$ cat config.mk
export PLATFORM = sky130hd
export DESIGN_NAME = uart_tx_arbiter
export DESIGN_NICKNAME = d
export VERILOG_FILES = /design/src/rtl/uart_tx_arbiter.sv
export SDC_FILE = /design/constraint.sdc
export NUM_CORES = 1
export LEC_CHECK = 0
export CORE_MARGIN = 4
export CORE_UTILIZATION = 50
export DETAILED_ROUTE_END_ITERATION = 16
export GPL_TIMING_DRIVEN = 0
export PLACE_DENSITY = 0.93
export SLEW_MARGIN = 20
export SYNTH_ARGS = -nofsm -noshare
export SYNTH_HDL_FRONTEND = slang
export SYNTH_SLANG_ARGS = --single-unit
$ cat constraint.sdc
create_clock -name sysclk -period 3.9 [get_ports sysclk]
set_input_delay 0.39 -clock sysclk [delete_from_list [all_inputs] [get_ports sysclk]]
set_output_delay 0.39 -clock sysclk [all_outputs]
set_load 0.005 [all_outputs]
$ cat src/rtl/uart_tx_arbiter.sv
// ---------------------------------------------------------------------------
// uart_tx_arbiter
//   Shares one UART transmitter and its baud-rate select between N_REQ byte
//   requesters. The block picks a requester round-robin and latches its byte
//   onto the transmitter data bus. It then pulses tx_start and waits for a
//   rising edge on tx_done. If no edge arrives before TIMEOUT_CYC cycles, it
//   aborts the frame. In either case it acknowledges the winning requester.
//
// Ports (all on sysclk rising edge, rst synchronous active-high)
//   req         in  N_REQ    level request per requester, held until ack
//   req_data    in  8*N_REQ  byte per requester, slice i = [8*i+7:8*i]
//   sel_in      in  3        requested baud select, sampled only while idle
//   ack         out N_REQ    one-cycle pulse when requester's frame ends
//   busy        out 1        high whenever the FSM is not idle
//   grant_id    out 3        requester currently owning the transmitter
//   tx_dbus     out 8        byte to transmitter, stable from START to ACK
//   tx_start    out 1        one-cycle transmit start pulse
//   tx_done     in  1        transmitter done (level or pulse, rise used)
//   tx_sel      out 3        baud select to brg/transmitter
//   timeout_err out 1        one-cycle pulse when a frame was aborted
// ---------------------------------------------------------------------------
module uart_tx_arbiter #(
  parameter int N_REQ       = 4,
  parameter int TIMEOUT_CYC = 200000,
  parameter int TO_W        = 18
) (
  input  logic               sysclk,
  input  logic               rst,
  input  logic [N_REQ-1:0]   req,
  input  logic [8*N_REQ-1:0] req_data,
  input  logic [2:0]         sel_in,
  output logic [N_REQ-1:0]   ack,
  output logic               busy,
  output logic [2:0]         grant_id,
  output logic [7:0]         tx_dbus,
  output logic               tx_start,
  input  logic               tx_done,
  output logic [2:0]         tx_sel,
  output logic               timeout_err
);

  localparam logic [1:0] IDLE  = 2'd0;
  localparam logic [1:0] START = 2'd1;
  localparam logic [1:0] WAIT  = 2'd2;
  localparam logic [1:0] ACK   = 2'd3;

  localparam logic [TO_W-1:0] TO_LAST = TO_W'(TIMEOUT_CYC - 1);
  localparam logic [2:0]      LAST_ID = 3'(N_REQ - 1);

  logic [1:0]      state;
  logic [2:0]      rr_ptr;
  logic            done_q;
  logic [TO_W-1:0] timer;
  logic            done_rise;
  logic [2:0]      winner;

  // First requesting index at or after ptr, scanning with wrap-around.
  function automatic logic [2:0] rr_pick(input logic [N_REQ-1:0] r,
                                         input logic [2:0]       ptr);
    logic [2:0] w;
    logic       found;
    int         idx;
    w     = ptr;
    found = 1'b0;
    for (int k = 0; k < N_REQ; k++) begin
      idx = (int'(ptr) + k) % N_REQ;
      if (!found && r[idx]) begin
        w     = 3'(idx);
        found = 1'b1;
      end
    end
    return w;
  endfunction

  function automatic logic [2:0] next_ptr(input logic [2:0] id);
    return (id == LAST_ID) ? 3'd0 : id + 3'd1;
  endfunction

  // A tx_done that was already high before WAIT is not a rise.
  // done_q tracks it every cycle, so a stale level is ignored.
  assign done_rise = tx_done & ~done_q;
  assign winner    = rr_pick(req, rr_ptr);
  assign busy      = (state != IDLE);

  always_ff @(posedge sysclk) begin
    if (rst) begin
      state       <= IDLE;
      rr_ptr      <= 3'd0;
      done_q      <= 1'b0;
      timer       <= '0;
      ack         <= '0;
      grant_id    <= 3'd0;
      tx_dbus     <= 8'h00;
      tx_start    <= 1'b0;
      tx_sel      <= 3'b000;
      timeout_err <= 1'b0;
    end else begin
      done_q      <= tx_done;
      tx_start    <= 1'b0;
      ack         <= '0;
      timeout_err <= 1'b0;
      case (state)
        IDLE: begin
          // The baud select only follows sel_in between frames.
          tx_sel <= sel_in;
          if (|req) begin
            grant_id <= winner;
            tx_dbus  <= req_data[8*int'(winner) +: 8];
            tx_start <= 1'b1;
            state    <= START;
          end
        end
        START: begin
          timer <= '0;
          state <= WAIT;
        end
        WAIT: begin
          timer <= timer + 1'b1;
          // A done edge takes priority over a timeout in the same cycle.
          if (done_rise) begin
            ack   <= N_REQ'(1) << grant_id;
            state <= ACK;
          end else if (timer == TO_LAST) begin
            ack         <= N_REQ'(1) << grant_id;
            timeout_err <= 1'b1;
            state       <= ACK;
          end
        end
        ACK: begin
          rr_ptr <= next_ptr(grant_id);
          state  <= IDLE;
        end
        default: state <= IDLE;
      endcase
    end
  end

endmodule

==> metrics.txt <==
# TYPE chip_impl_metric gauge
chip_impl_metric{name="synth_largest_type_area_fraction",unit=""} 0.4057
chip_impl_metric{name="number_of_enable_flip_flop_cells_after_synthesis",unit=""} 0
chip_impl_info{name="synth.most_common_cell",value="dfxtp_1"} 1
chip_impl_metric{name="worstPathMaxFanout",unit=""} 10
chip_impl_metric{name="yosysWarnings",unit=""} 0
chip_impl_metric{name="core-area",unit="um^2"} 4058
chip_impl_metric{name="layout_setup_ws",unit="ps"} 1654
chip_impl_metric{name="post-route-drc-count",unit=""} 0
chip_impl_metric{name="final_layout_size_suffix_gt1_frac",unit=""} 0.04967
chip_impl_metric{name="asyncSetResetFlopFracSynth",unit=""} 0
chip_impl_info{name="ys_dominant_reg_cell",value="dfxtp_1"} 1
chip_impl_metric{name="cell_rows",unit=""} 23
chip_impl_metric{name="max_stage_delay",unit="ps"} 440
chip_impl_metric{name="hold_viol",unit=""} 0
chip_impl_metric{name="final_period_minus_worst_setup_slack",unit="ps"} 2246
chip_impl_info{name="critical_path.cell_chain",value="inv_1, ha_1, clkbuf_1, nand3_1, nor3_1, nand3_1, xor2_1, nor2_1"} 1
chip_impl_info{name="netlist_top_cells_area",value="dfxtp_1 41%, mux2i_1 10%, nor2_1 5.7%"} 1
chip_impl_metric{name="synthCells",unit=""} 233
chip_impl_info{name="critical_path.reg2reg.startpoint",value="state[1]"} 1
chip_impl_metric{name="dp_slack",unit="ps"} 1380
chip_impl_metric{name="first_global_vias",unit=""} 1860
chip_impl_metric{name="worst_setup_hold_path_clk_slew",unit="ps"} 80
chip_impl_metric{name="cts_made_buffers",unit=""} 5
chip_impl_info{name="synth_top_cells_by_count",value="43 x dfxtp_1, 32 x nor2_1, 22 x mux2i_1, 21 x nand2_1"} 1
chip_impl_metric{name="total_iterations_of_the_first_detailed_routing_run",unit=""} 4
chip_impl_metric{name="clock_latency",unit="ps"} 300
chip_impl_metric{name="syn_area_per_cell",unit="um^2"} 9.107
chip_impl_metric{name="critPathBufInv",unit=""} 2
chip_impl_info{name="critical_path.slowest_cell",value="nor3_1"} 1
chip_impl_metric{name="hold-worst-slack",unit="ps"} 475.6
chip_impl_metric{name="die_area",unit="um^2"} 5350
chip_impl_metric{name="ff2ff_setup_slack",unit="ps"} 1650
chip_impl_metric{name="min_period_over_period",unit=""} 0.5758
chip_impl_metric{name="fmax",unit="MHz"} 445.3
chip_impl_metric{name="worst_r2r_path_depth",unit=""} 8
chip_impl_metric{name="slew_headroom",unit=""} 0.6328
chip_impl_info{name="timing_worst_setup_path_type",value="register to register"} 1
chip_impl_metric{name="synth_sequential_area_ratio",unit=""} 0.4057
chip_impl_metric{name="postSynthRegisterBits",unit=""} 43
chip_impl_metric{name="power_leakage",unit="nW"} 1.055
chip_impl_metric{name="irDropWorstVdd",unit="mV"} 0.2664
chip_impl_info{name="r2r_end",value="timer[11]"} 1
chip_impl_metric{name="clock-skew-final",unit="ps"} 8.557
chip_impl_info{name="setup_repair_after_global_routing_missed_its_margin",value="false"} 1
chip_impl_metric{name="area.growth.synth_to_final",unit="%"} 36.44
chip_impl_metric{name="timing.critical_path.arrival",unit="ps"} 2430
chip_impl_metric{name="grt_pass1_wl",unit="mm"} 8.535
chip_impl_metric{name="final_max_slew_viol_count",unit=""} 0
chip_impl_info{name="whs_endpoint",value="tx_dbus[7]"} 1
chip_impl_info{name="synth_largest_area_cell",value="dfxtp_1"} 1
chip_impl_metric{name="filler_cell_count",unit=""} 293
chip_impl_metric{name="antenna_cells",unit=""} 0
chip_impl_metric{name="crit_required",unit="ps"} 4090
chip_impl_metric{name="netlist_area",unit="um^2"} 2122
chip_impl_metric{name="instance_area_after_placement",unit="um^2"} 2795
chip_impl_info{name="clockRootBuffer",value="clkbuf_8"} 1
chip_impl_metric{name="number_of_antenna_violations_at_the_first_check_in_global_routing",unit=""} 0
chip_impl_metric{name="synth_fp_nets",unit=""} 284
chip_impl_metric{name="timing.max_cap.violations",unit=""} 0
chip_impl_metric{name="htree_levels",unit=""} 2
chip_impl_metric{name="post-cts-setup-buffers",unit=""} 0
chip_impl_metric{name="utilization",unit=""} 0.7135
chip_impl_metric{name="avgViaCountPerCell",unit=""} 5.420
chip_impl_metric{name="synth_cell_type_count",unit=""} 38
chip_impl_metric{name="drt_iter0_drc",unit=""} 97
chip_impl_metric{name="cts-root-to-sink-buffers",unit=""} 2
chip_impl_metric{name="floorplan.die.height",unit="um"} 73.15
chip_impl_metric{name="detail_route.wl_per_cell",unit="um"} 15.19
chip_impl_metric{name="fin_total_pwr",unit="mW"} 1.305
chip_impl_metric{name="dp_hpwl",unit="mm"} 4.064
chip_impl_metric{name="start_util",unit=""} 0.5230
chip_impl_metric{name="layout.area.seq",unit="um^2"} 860.8
chip_impl_metric{name="via_count",unit=""} 1908
chip_impl_metric{name="placed_cells",unit=""} 344
chip_impl_metric{name="layout.cells.non_filler",unit=""} 352
chip_impl_metric{name="setup-tns-final",unit="ps"} 0
chip_impl_metric{name="pin_count_of_the_biggest_net_entering_global_routing",unit=""} 13
chip_impl_info{name="min-delay-path-class",value="register to register"} 1
chip_impl_info{name="timing.critical_path.max_delay_family",value="simple AND/OR/NAND/NOR gates"} 1
chip_impl_info{name="timing.hold.worst.start",value="tx_dbus[7]"} 1
chip_impl_metric{name="cts.sinks",unit=""} 43
chip_impl_metric{name="cts.repair.resized",unit=""} 0
chip_impl_metric{name="power_density",unit="nW/um^2"} 450.8
chip_impl_metric{name="finalSetupViolations",unit=""} 0
chip_impl_metric{name="layout.cell_area.non_filler",unit="um^2"} 2895
chip_impl_metric{name="grt-ovfl-total",unit=""} 0
chip_impl_metric{name="wl",unit="mm"} 5.346
chip_impl_metric{name="io_buffer_count",unit=""} 61
chip_impl_metric{name="nets",unit=""} 352
chip_impl_info{name="worstSetupEndpointType",value="register"} 1
chip_impl_metric{name="cts_hold_buf",unit=""} 0
chip_impl_info{name="tritoncts",value="built"} 1
chip_impl_metric{name="antenna_left",unit=""} 0
chip_impl_metric{name="worst_pin_slew",unit="ps"} 543.6
chip_impl_metric{name="holdPathStages",unit=""} 2
chip_impl_info{name="result_of_the_run",value="finished clean"} 1
chip_impl_metric{name="pin_count",unit=""} 63
chip_impl_info{name="start_kind",value="register"} 1
chip_impl_metric{name="gpl.final_weighted_congestion",unit=""} 0.8391
chip_impl_metric{name="track_usage",unit=""} 0.2086
chip_impl_info{name="crit_path_frequent_cell",value="nand3_1"} 1
chip_impl_metric{name="die_x",unit="um"} 73.15
chip_impl_metric{name="multiInputGateArea",unit="um^2"} 1195
## sequential cells by signal, summed over array words and instances, names as in the netlist
signal / cells
timeout_err: 1
rr_ptr: 2
grant_id: 3
tx_dbus: 8
timer: 18
tx_start: 1
state: 2
done_q: 1
ack: 4
tx_sel: 3
## layout make-up
cell class,count,share of cell area
plain buffers,10,0.01383
clock buffers,8,0.03457
inverters,7,0.009075
multi-input cells,173,0.4127
flip-flops and latches,43,0.2973
well taps,50,0.02161
repair buffers,61,0.2109
## logic make-up after synthesis
group | share of synthesized area
multiplexers | 0.1038
adder cells (fa/ha/maj) | 0.05307
flip-flops | 0.4057
buffers and inverters | 0.03125
AND/OR/NAND/NOR | 0.2471
AO/OA/AOI/OAI | 0.09317
XOR/XNOR | 0.06604
## report_power, final
| part | internal, mW | switching, mW | total [mW] | leakage [nW] |
|---|---|---|---|---|
| clock network | 0.162 | 0.149 | 0.311 | 0.0515 |
| registers | 0.500 | 0.0399 | 0.540 | 0.350 |
| logic | 0.236 | 0.218 | 0.454 | 0.654 |
| total | 0.897 | 0.408 | 1.31 | 1.06 |
## routing by layer
metal  GRT usage  wire [um]  vias up
met3     0.05510        265       14
met1      0.2477       2172      888
met5           0          0        -
met4      0.1025        162        0
met2      0.3456       2745       60
li1            -          -      946
## worst min-delay path: stages, from the launching register on
cell      delay (ps)
dfxtp_1          340
nand2_1           50
o221ai_1          60
## worst max-delay path by stage
stage / startpoint / to / slack (ps) / depth (start not counted)
after floorplan: timer[6] / ack[0] / 2060 / 5
after global placement: req[3] / tx_dbus[6] / 1430 / 8
after detailed placement: req[3] / tx_dbus[4] / 1380 / 8
after CTS: state[1] / timer[11] / 1660 / 8
after global routing: state[1] / timer[11] / 1430 / 8
final: state[1] / timer[11] / 1650 / 8
## placed cells by master (no fill, tap or decap), types with 2 or more instances in the layout
cell | netlist | routed
o221ai_1 | 8 | 8
mux2i_1 | 22 | 22
nand4_1 | 5 | 5
clkbuf_8 | 0 | 7
ha_1 | 9 | 9
nor2_1 | 32 | 32
clkdlybuf4s50_1 | 0 | 61
inv_1 | 7 | 7
nor3_1 | 4 | 4
nand3_1 | 13 | 13
xnor2_1 | 3 | 3
buf_2 | 2 | 2
nand2_1 | 21 | 21
a21oi_1 | 6 | 6
xor2_1 | 13 | 13
and2_1 | 6 | 6
nor2b_1 | 5 | 5
clkbuf_1 | 7 | 8
o21ai_0 | 2 | 2
nand2b_1 | 6 | 6
dfxtp_1 | 43 | 43
No activity file was read; power rests on OpenSTA's default activity.
